$ cat config.mk
export PLATFORM = sky130hd
export DESIGN_NAME = wdt_reset_req_flat
export DESIGN_NICKNAME = d
export VERILOG_FILES = /design/src/rtl/wdt_reset_req_if.sv /design/src/rtl/wdt_reset_req.sv /design/src/flat_wrapper.sv
export SDC_FILE = /design/constraint.sdc
export NUM_CORES = 1
export LEC_CHECK = 0
export ABC_AREA = 1
export CAP_MARGIN = 20
export CORE_UTILIZATION = 35
export CTS_CLUSTER_SIZE = 10
export DETAILED_ROUTE_END_ITERATION = 10
export PLACE_DENSITY = 0.57
export SLEW_MARGIN = 25
export SYNTH_ARGS = -nofsm -noshare
export SYNTH_HDL_FRONTEND = slang
export SYNTH_SLANG_ARGS = --single-unit
$ cat constraint.sdc
create_clock -name tx_clk -period 1.5 [get_ports tx_clk]
set_clock_uncertainty 0.05 [all_clocks]
set_input_delay 0.3 -clock tx_clk [delete_from_list [all_inputs] [get_ports tx_clk]]
set_output_delay 0.3 -clock tx_clk [all_outputs]
set_load 0.02 [all_outputs]
$ cat src/rtl/wdt_reset_req_if.sv
// Watchdog reset requester bus: control inputs from the supervising logic and the
// request/status outputs returned by the watchdog.
interface wdt_reset_req_if #(
   parameter int TIMEOUT_WIDTH = 20
);
   logic                     enable;
   logic                     kick;
   logic [TIMEOUT_WIDTH-1:0] timeout_load;
   logic                     reset_req_n;
   logic                     warn;
   logic                     busy;
   logic [7:0]               expire_cnt;

   modport master (
      output enable, kick, timeout_load,
      input  reset_req_n, warn, busy, expire_cnt
   );

   modport slave (
      input  enable, kick, timeout_load,
      output reset_req_n, warn, busy, expire_cnt
   );
endinterface

$ cat src/rtl/wdt_reset_req.sv
// Watchdog reset requester: issues a fixed-length active-low reset request when kicks stop.
// Optional early-warning flag is built only when WDT_WARN_EN is defined.
module wdt_reset_req #(
   parameter int TIMEOUT_WIDTH = 20,
   parameter int PULSE_LEN     = 16,
   parameter int HOLDOFF_LEN   = 256,
   parameter int WARN_MARGIN   = 1024
) (
   input logic             tx_clk,
   input logic             reset_n_in,
   wdt_reset_req_if.slave  bus
);

   typedef enum logic [1:0] {
      DISABLED = 2'd0,
      ARMED    = 2'd1,
      PULSE    = 2'd2,
      HOLDOFF  = 2'd3
   } state_t;

   localparam int PULSE_W = $clog2(PULSE_LEN);
   localparam int HOLD_W  = $clog2(HOLDOFF_LEN);
   localparam int PH_W    = (PULSE_W > HOLD_W) ? PULSE_W : HOLD_W;
   localparam int CNT_W   = (TIMEOUT_WIDTH > PH_W) ? TIMEOUT_WIDTH : PH_W;

   localparam logic [CNT_W-1:0] PULSE_LAST = CNT_W'(PULSE_LEN - 1);
   localparam logic [CNT_W-1:0] HOLD_LAST  = CNT_W'(HOLDOFF_LEN - 1);
   localparam logic [CNT_W-1:0] CNT_ONE    = CNT_W'(1);

   state_t           state, state_next;
   logic [CNT_W-1:0] cnt, cnt_next;
   logic [CNT_W-1:0] eff_load;
   logic [7:0]       expire_q, expire_next;
   logic             req_n_q, busy_q;

   // A zero timeout would never let the counter leave zero cleanly, so it behaves as 1.
   assign eff_load = (bus.timeout_load == '0) ? CNT_ONE : CNT_W'(bus.timeout_load);

   always_comb begin
      state_next  = state;
      cnt_next    = cnt;
      expire_next = expire_q;
      case (state)
         DISABLED: begin
            if (bus.enable) begin
               state_next = ARMED;
               cnt_next   = eff_load;
            end
         end
         ARMED: begin
            if (!bus.enable) begin
               state_next = DISABLED;
               cnt_next   = '0;
            end else if (bus.kick) begin
               cnt_next = eff_load;
            end else if (cnt != '0) begin
               cnt_next = cnt - CNT_ONE;
            end else begin
               state_next = PULSE;
               cnt_next   = PULSE_LAST;
               if (expire_q != 8'hFF) begin
                  expire_next = expire_q + 8'd1;
               end
            end
         end
         // The shared counter runs down LEN-1..0, so each timed state lasts exactly LEN cycles.
         PULSE: begin
            if (cnt == '0) begin
               state_next = HOLDOFF;
               cnt_next   = HOLD_LAST;
            end else begin
               cnt_next = cnt - CNT_ONE;
            end
         end
         HOLDOFF: begin
            if (cnt != '0) begin
               cnt_next = cnt - CNT_ONE;
            end else if (bus.enable) begin
               state_next = ARMED;
               cnt_next   = eff_load;
            end else begin
               state_next = DISABLED;
               cnt_next   = '0;
            end
         end
         default: begin
            state_next = DISABLED;
            cnt_next   = '0;
         end
      endcase
   end

   always_ff @(posedge tx_clk or negedge reset_n_in) begin
      if (!reset_n_in) begin
         state    <= DISABLED;
         cnt      <= '0;
         expire_q <= 8'd0;
         req_n_q  <= 1'b1;
         busy_q   <= 1'b0;
      end else begin
         state    <= state_next;
         cnt      <= cnt_next;
         expire_q <= expire_next;
         req_n_q  <= (state_next != PULSE);
         busy_q   <= (state_next == PULSE) || (state_next == HOLDOFF);
      end
   end

   assign bus.reset_req_n = req_n_q;
   assign bus.busy        = busy_q;
   assign bus.expire_cnt  = expire_q;

`ifdef WDT_WARN_EN
   localparam logic [CNT_W-1:0] WARN_TH = CNT_W'(WARN_MARGIN);

   logic warn_q, warn_next;

   // Warning follows the next counter value; a kick reload always clears it.
   always_comb begin
      warn_next = (state_next == ARMED) && (cnt_next <= WARN_TH) &&
                  !((state == ARMED) && bus.kick);
   end

   always_ff @(posedge tx_clk or negedge reset_n_in) begin
      if (!reset_n_in) begin
         warn_q <= 1'b0;
      end else begin
         warn_q <= warn_next;
      end
   end

   assign bus.warn = warn_q;
`else
   assign bus.warn = 1'b0;
`endif

endmodule

$ cat src/flat_wrapper.sv
// flat-port wrapper written by rule: the top's interface ports become plain ports
module wdt_reset_req_flat 
#(
   parameter int TIMEOUT_WIDTH = 20,
   parameter int PULSE_LEN     = 16,
   parameter int HOLDOFF_LEN   = 256,
   parameter int WARN_MARGIN   = 1024
)
  (tx_clk, reset_n_in, bus_enable, bus_kick, bus_timeout_load, bus_reset_req_n, bus_warn, bus_busy, bus_expire_cnt);
  wdt_reset_req_if #(.TIMEOUT_WIDTH(TIMEOUT_WIDTH)) bus_i ();
  input logic tx_clk;
  input logic reset_n_in;
  input wire logic [$bits(bus_i.enable)-1:0] bus_enable;
  input wire logic [$bits(bus_i.kick)-1:0] bus_kick;
  input wire logic [$bits(bus_i.timeout_load)-1:0] bus_timeout_load;
  output wire logic [$bits(bus_i.reset_req_n)-1:0] bus_reset_req_n;
  output wire logic [$bits(bus_i.warn)-1:0] bus_warn;
  output wire logic [$bits(bus_i.busy)-1:0] bus_busy;
  output wire logic [$bits(bus_i.expire_cnt)-1:0] bus_expire_cnt;
  assign bus_i.enable = bus_enable;
  assign bus_i.kick = bus_kick;
  assign bus_i.timeout_load = bus_timeout_load;
  assign bus_reset_req_n = bus_i.reset_req_n;
  assign bus_warn = bus_i.warn;
  assign bus_busy = bus_i.busy;
  assign bus_expire_cnt = bus_i.expire_cnt;
  wdt_reset_req #(.TIMEOUT_WIDTH(TIMEOUT_WIDTH), .PULSE_LEN(PULSE_LEN), .HOLDOFF_LEN(HOLDOFF_LEN), .WARN_MARGIN(WARN_MARGIN)) u_core (.tx_clk(tx_clk), .reset_n_in(reset_n_in), .bus(bus_i));
endmodule
Word level (Yosys, flattened, before mapping)
Index checks and enable logic that the tools add are counted.
Word-level totals
  input bits: 24
  word-level logic and storage cells: 40
  flip-flop bits (word level): 32
Cells by class
  bitwise logic cells: 2
  equality and inequality tests: 8
  reduce and logical (&&, ||, !) cells: 6
  add/subtract/negate cells: 2
  muxes and demuxes: 17
Operators by type and width (number)
  $mux W20: 8
  $pmux W20 S4: 1
  $logic_not A20 Y1: 2
  $reduce_bool A20 Y1: 1
  $sub A20 B1 Y20 const B: 1
  $mux W2: 6
  $add A8 B1 Y8 const B: 1
  $eq A2 B2 Y1 const B: 4
  $ne A8 B8 Y1 const B: 1
  $pmux W2 S4: 1
  $reduce_and A5 Y1: 1
  $ne A2 B2 Y1 const B: 2
  $eq A2 B1 Y1 const B: 1
  $logic_not A2 Y1: 1
  $not A1 Y1: 2
  $logic_or A1 B1 Y1: 1
  $mux W1: 1

Longest topological paths before layout
Gate-level depths: netlist of the first run.
  depth in word-level cells: 7
  gate-level depth with buffers: 11

Least setup slack after synthesis of the first run
OpenSTA, ideal clock, no wires.
  path type: reg2reg
  from: reg u_core.cnt[0]
  to: reg u_core.cnt[0]
  data required time: 1.316 ns
  arrival time: 1.496 ns
  stages on the path, launching flop included: 11
  path slack: -0.180 ns
  cell sequence: dfrtp_1 -> inv_1 -> ha_1 -> nand2_4 -> nor2_8 -> nand3_4 -> buf_6 -> nand2_2 -> nand3_1 -> o21ai_0 -> o211ai_1
On the way
  word-level cells in the longest chain between the ends: 5
  elaborated cells between the ends (all ways): 9
  classes of those cells: add/sub: 1; mux: 6; reduce/logical: 2
Ends and longest elaborated chain
  start: declaration: line wdt_reset_req.sv:31  | logic [CNT_W-1:0] cnt, cnt_next;
  start signal: assignment: line wdt_reset_req.sv:102  | cnt <= cnt_next;
  $sub A20 B1 Y20 / $reduce_bool A20 Y1 (equally long branches)
  $mux W20: line wdt_reset_req.sv:56  | end else if (cnt != '0) begin
  $mux W20: line wdt_reset_req.sv:54  | end else if (bus.kick) begin
  $mux W20: line wdt_reset_req.sv:51  | if (!bus.enable) begin
  $pmux W20 S4 (*): line wdt_reset_req.sv:43  | case (state)
Every way passes the cells marked *; elsewhere a longest branch is shown, timed or not.
A chain may end at the register's enable or synchronous reset.

Final worst setup path of the first run
  from: reg u_core.cnt[0]
  to: reg u_core.cnt[8]
The elaborated chain is that of the path after synthesis.

==> impl_metrics.py, run 1 <==
metrics = {
    "yosys": {
        "ys_ff_latch": 31,
        "yosysUniqueCellTypes": 35,
        "synth_top_area_cell": "dfrtp_1",
        "synth_area_um2": 2360,
        "syn_avg_cell_area_um2": 6.77,
        "synth_top_flop_cell": "dfrtp_1",
        "syn_inst": 349,
        "synth_top_area_share": 0.318,
        "synth_fp_nets": 375,
        "ys_warn_count": 0,
        "async_flop_share": 1.00,
        "seq_area_frac_synth": 0.329,
        "synth_edf_count": 0,
        "synth_area_leaders": "dfrtp_1, nand2_1, nor2_1",
    },
    "clock_network": {
        "cts_tree": "yes",
        "clock_latency_ns": 0.29,
        "cts.sinks": 31,
        "htreeDepth": 2,
        "path_clk_slew_ns": 0.07,
        "clock_path_buffers": 2,
        "postCtsHoldBufs": 0,
        "cts-root-buf": "clkbuf_8",
        "cts_made_buffers": 5,
    },
    "power_and_ir_drop": {
        "p_comb_frac": 0.673,
        "internal_power_uw": 4180,
        "clock_power_share": 0.137,
        "total_power_uw": 7440,
        "worst_ir_drop_vdd_mv": 0.832,
        "pwr-share-seq": 0.190,
        "powerDensity_nw_per_um2": 1780,
        "p_sw_uw": 3260,
        "swShare": 0.439,
        "leakage_uw": 0.00208,
    },
    "layout": {
        "diodes": 0,
        "layout-drive-gt1-share": 0.447,
        "num-fill-cells": 538,
        "final_nets": 522,
        "syn2layout_area_growth_pct": 76.8,
        "final_cell_mix": "buf_4, nand2_1, nor2_1, inv_1, dfrtp_1",
        "final_common_cell": "buf_4",
    },
    "run_status": {
        "status": "finished, violations left",
        "failed_checks": "DRC, setup timing",
    },
    "setup_path": {
        "crit_type": "flop to flop",
        "slowest_stage": "dfrtp_1",
        "path_delay_family": "simple AND/OR/NAND/NOR gates",
        "r2r-start": "u_core.cnt[0]$_DFFE_PN0P_",
        "r2r_cells": 10,
        "startpoint_type": "flop",
        "crit_cells": 10,
        "critPathBufInv": 3,
        "cp-end-kind": "flop",
        "cp_common_cell": "nand2_4",
        "cp-startpoint": "u_core.cnt[0]$_DFFE_PN0P_",
        "crit_path_max_incr_delay_ns": 0.39,
        "cp_cell_sequence": "inv_2 -> ha_4 -> nand2_4 -> nor2_8 -> buf_6 -> nand4_4 -> nand2_4 -> buf_4 -> nand3_2 -> a21oi_2",
        "cp_max_fo": 5,
        "worstPathRequired_ns": 1.67,
        "worstPathArrival_ns": 1.92,
    },
    "floorplan": {
        "dieArea_um2": 7080,
        "die_w_um": 84.1,
        "fp-row-count": 29,
        "die_y_um": 84.1,
        "ioPinCount": 35,
        "core_area_um2": 6420,
        "initial_utilization": 0.368,
    },
    "route": {
        "drtPass1Iterations": 8,
        "vias": 2857,
        "avgViaCountPerCell": 4.98,
        "ant_nets": 0,
        "initialDrtViolationCount": 157,
        "wl_per_cell_um": 14.3,
        "wirelength_mm": 8.19,
        "drc": 4,
    },
    "sta": {
        "hold_viol": 0,
        "fmax_ghz": 0.572,
        "maxSlewViolCount": 0,
        "setup_ws_ns": -0.249,
        "min_period_ns": 1.75,
        "whs_ns": 0.319,
        "setup_viol": 31,
        "rsz0062_at_grt": "true",
        "fin_crit_sh": 1.17,
    },
    "global_routing": {
        "grt_overflow": 0,
        "grt_pass1_wl_mm": 13.1,
        "antenna_found_initial": 0,
        "grt_max_degree": 32,
        "grt_pass1_vias": 2812,
        "grt_usage": 0.237,
    },
    "hold_path": {
        "hold_class": "input pin to asynchronous set/reset pin",
    },
    "run": {
        "drv_cap": 0,
    },
    "placed_design": {
        "hpwlAfterDp_mm": 5.73,
        "numPortBuffers": 33,
        "routabilityCongestion": 0.905,
    },
}
## final cells by class
type | instances | area (um2) | share of cell area
flip-flops and latches | 31 | 781 | 0.187
multi-input cells | 276 | 1790 | 0.428
clock inverters | 2 | 60.1 | 0.0144
inverters | 37 | 149 | 0.0357
clock buffers | 6 | 72.6 | 0.0174
repair buffers | 145 | 1230 | 0.294
well taps | 77 | 96.3 | 0.0231
## cells by family after synthesis
| family | synth area share |
|---|---|
| compound gates | 0.0837 |
| xor+xnor | 0.0445 |
| fa+ha+maj | 0.0106 |
| buf+inv | 0.0768 |
| flops | 0.329 |
| other cells | 0.00159 |
| simple gates | 0.454 |
## synthesized netlist by cell type (5+ instances only)
master / count
a21oi_1: 17
dfrtp_1: 30
inv_1: 33
nand2_1: 93
nand2_2: 6
nand3_1: 32
nand4_1: 10
nor2_1: 57
nor2_2: 5
nor2_4: 6
o21ai_0: 8
xor2_1: 10
## path summary, 6_finish.rpt
| path | endpoint | slack, ns |
|---|---|---|
| min in group tx_clk | u_core.bus.expire_cnt[3]$_DFFE_PN0P_ | 0.46 |
| max in group asynchronous | u_core.bus.reset_req_n$_DFF_PN1_ | 0.83 |
| hold / removal | u_core.bus.expire_cnt[4]$_DFFE_PN0P_ | 0.32 |
| setup reg to reg | u_core.cnt[8]$_DFFE_PN0P_ | -0.25 |
| setup / recovery | u_core.cnt[8]$_DFFE_PN0P_ | -0.25 |
| hold reg to reg | u_core.bus.expire_cnt[3]$_DFFE_PN0P_ | 0.46 |
## sequential cells by signal, indices dropped and copies added, names as in the netlist
signal                  cells
u_core.bus.expire_cnt       8
u_core.cnt                 20
u_core.state                1
u_core.bus.busy             1
u_core.bus.reset_req_n      1
## per-stage QoR
step	cell area, um2	setup WS, ns	TNS (ns)	util	std cells
after floorplan	2390	-0.0448	-0.191	-	349
after global placement	3460	-0.396	-8.25	0.538	541
after detailed placement	3460	-0.429	-8.74	0.538	541
after CTS	3940	-0.199	-3.99	0.613	566
after global routing	4170	-0.319	-7.33	0.650	574
final	4170	-0.249	-5.36	0.650	574
## worst register-to-register path: cells and delay by family (launching register included)
family | cells | cell delay (ns)
and+or+nand+nor | 5 | 0.59
adders and majority gates | 1 | 0.16
DFF | 1 | 0.39
buffers and inverters | 3 | 0.35
AOI/OAI and AO/OA | 1 | 0.14
## per-layer routing
metal  GRT usage  share of wire  vias to the layer above
li1            -              -                     1417
met1       0.304           0.45                     1337
met2       0.405           0.47                       78
met3      0.0374          0.042                       25
met4      0.0815          0.034                        0
met5           0              0                        -
## timing repair
action                                  in CTS  in global routing
gates cloned                                 1                  0
endpoints found under the setup margin      40                 32
pin swaps                                   26                 39
hold endpoints to repair                     0                  0
gates resized for setup                     72                 46
buffers inserted                            16                 12
## power by group through the flow
stage	clock (uW)	sequential (uW)	combinational, uW
finish	1020	1410	5010
CTS	1030	1390	4430
floorplan	0	1460	1910
global placement	0	1390	3650
global route	1070	1440	5410
detailed placement	0	1390	3690
(Power assumes the default switching activity.)
==> inputs of run 2 (changes only) <==
- HOLD_SLACK_MARGIN: default -> 0.05
- TNS_END_PERCENT: default -> 1
==> run 2 against run 1 <==
- routed wire length is 9.1% lower
- die area unchanged
- the run still ends with DRC, setup timing left
- combinational power decreased by 17%
- count of clock-buffer cells in the layout up 1
- via count shrank 5.0%
==> impl_metrics.py, run 2 (synthesis gave the netlist of run 1 again) <==
metrics = {
    "power_and_ir_drop": {
        "powerDensity_nw_per_um2": 1670,
        "worst_ir_drop_vdd_mv": 0.854,
        "leakage_uw": 0.00194,
    },
    "global_routing": {
        "grt_max_degree": 32,
        "grt_usage": 0.223,
        "grt_pass1_wl_mm": 12.5,
        "antenna_found_initial": 0,
        "grt_overflow": 0,
        "grt_pass1_vias": 2639,
    },
    "route": {
        "drc": 6,
        "vias": 2713,
        "drtPass1Iterations": 7,
        "initialDrtViolationCount": 123,
        "avgViaCountPerCell": 4.85,
        "wirelength_mm": 7.44,
        "wl_per_cell_um": 13.3,
        "ant_nets": 0,
    },
    "setup_path": {
        "cp-end-kind": "flop",
        "r2r-start": "u_core.cnt[5]$_DFFE_PN0P_",
        "r2r_setup_slack_ns": -0.19,
        "cp_max_fo": 6,
        "startpoint_type": "flop",
        "reg2reg_to": "u_core.bus.expire_cnt[7]$_DFFE_PN0P_",
        "crit_type": "flop to flop",
        "worstPathArrival_ns": 1.81,
        "r2r_cells": 9,
        "worstPathRequired_ns": 1.62,
    },
    "sta": {
        "min_period_ns": 1.69,
        "rsz0062_at_grt": "true",
        "hold_viol": 0,
        "fin_crit_sh": 1.13,
        "fmax_ghz": 0.592,
        "setup_ws_ns": -0.190,
        "maxSlewViolCount": 0,
        "finalSetupTns_ns": -3.48,
        "setup_viol": 30,
    },
    "layout": {
        "final_nets": 507,
        "layout-drive-gt1-share": 0.338,
        "final_cell_mix": "buf_4, nand2_1, nor2_1, inv_1",
        "diodes": 0,
        "final_common_cell": "buf_4",
        "fin_util": 0.584,
        "design_area_um2": 3750,
        "multi_input_area_um2": 1540,
        "seqCellArea_um2": 777,
        "largest_reg_flops": 20,
        "num-fill-cells": 632,
        "syn2layout_area_growth_pct": 58.8,
        "max_flop_register": "u_core.cnt",
    },
    "floorplan": {
        "fp-row-count": 29,
        "die_y_um": 84.1,
        "die_w_um": 84.1,
        "ioPinCount": 35,
        "initial_utilization": 0.368,
        "dieArea_um2": 7080,
        "core_area_um2": 6420,
    },
    "clock_network": {
        "cts.sinks": 31,
        "clock_path_buffers": 2,
        "cts-root-buf": "clkbuf_8",
        "clock_latency_ns": 0.29,
        "htreeDepth": 2,
        "postCtsHoldBufs": 0,
        "cts_made_buffers": 5,
        "cts_tree": "yes",
        "path_clk_slew_ns": 0.08,
    },
    "placed_design": {
        "placed_area_um2": 3500,
        "hpwlAfterDp_mm": 5.70,
        "pre_cts_slack_ns": -0.401,
        "routabilityCongestion": 0.885,
        "numPortBuffers": 33,
    },
    "run_status": {
        "status": "finished, violations left",
        "failed_checks": "DRC, setup timing",
    },
    "run": {
        "drv_cap": 0,
    },
    "hold_path": {
        "hold_class": "input pin to asynchronous set/reset pin",
    },
}
-- run 2: changes by cell type in the layout (fill, tap and decap cells not counted), sizes merged --
cell           delta
buf              -14
bufinv            -2
clkbuf            +1
clkdlybuf4s15     -1
clkdlybuf4s50     +1
clkinv            +1
nand2             -1
-- run 2: repair_timing --
action | CTS | global route
setup endpoints to repair | 41 | 31
resized for setup | 23 | 23
buffers inserted | 0 | 5
pin swaps | 4 | 12
-- run 2: report_power, final --
group	internal, uW	switching (uW)
registers	1140	263
logic	2000	2170
clock network	370	336
-- run 2: cell type report --
| cell class | count | share of cell area |
|---|---|---|
| clock buffers | 7 | 0.0230 |
| clock inverters | 1 | 0.00134 |
| inverters | 37 | 0.0377 |
| multi-input cells | 275 | 0.411 |
| flip-flops and latches | 31 | 0.207 |
| well taps | 77 | 0.0257 |
| repair buffers | 131 | 0.294 |
-- run 2: how the worst max path moves through the flow --
stage / startpoint / to
4_1_cts: u_core.cnt[0]$_DFFE_PN0P_ / u_core.bus.expire_cnt[7]$_DFFE_PN0P_
2_1_floorplan: u_core.cnt[5]$_DFFE_PN0P_ / u_core.bus.expire_cnt[4]$_DFFE_PN0P_
3_3_place_gp: bus_enable / u_core.cnt[15]$_DFFE_PN0P_
5_1_grt: u_core.cnt[5]$_DFFE_PN0P_ / u_core.bus.expire_cnt[7]$_DFFE_PN0P_
3_5_place_dp: bus_timeout_load[3] / u_core.cnt[6]$_DFFE_PN0P_
6_report: u_core.cnt[5]$_DFFE_PN0P_ / u_core.bus.expire_cnt[7]$_DFFE_PN0P_
-- run 2: layer usage --
metal | part of all wire | up-vias | wire, um | GRT usage
met2 | 0.48 | 62 | 3540 | 0.375
li1 | - | 1384 | - | -
met4 | 0.010 | 0 | 78 | 0.0517
met3 | 0.038 | 8 | 283 | 0.0354
met1 | 0.48 | 1259 | 3540 | 0.301
met5 | 0 | - | 0 | 0
-- run 2: metrics by stage --
stage,total power (uW),cells,hold WS [ns]
final,6270,559,0.316
after global routing,6790,559,0.343
after CTS,6020,554,0.323
after detailed placement,5200,546,0.459
after global placement,5150,546,0.449
after floorplan,3360,349,-0.0456
-- run 2: worst max-delay path: stages (launching register included) --
cell,delay (ns)
dfrtp_1,0.43
nor2_4,0.17
nand2_4,0.09
nor2_8,0.14
nand3_4,0.14
buf_6,0.17
inv_4,0.05
nand4_1,0.14
nand2_1,0.11
o21ai_1,0.06
==> inputs of run 3 (changes only) <==
- ABC_CLOCK_PERIOD_IN_PS: default -> 1500
==> results of run 3 <==
The final DEF is identical to that of run 2; final timing and power are the same.
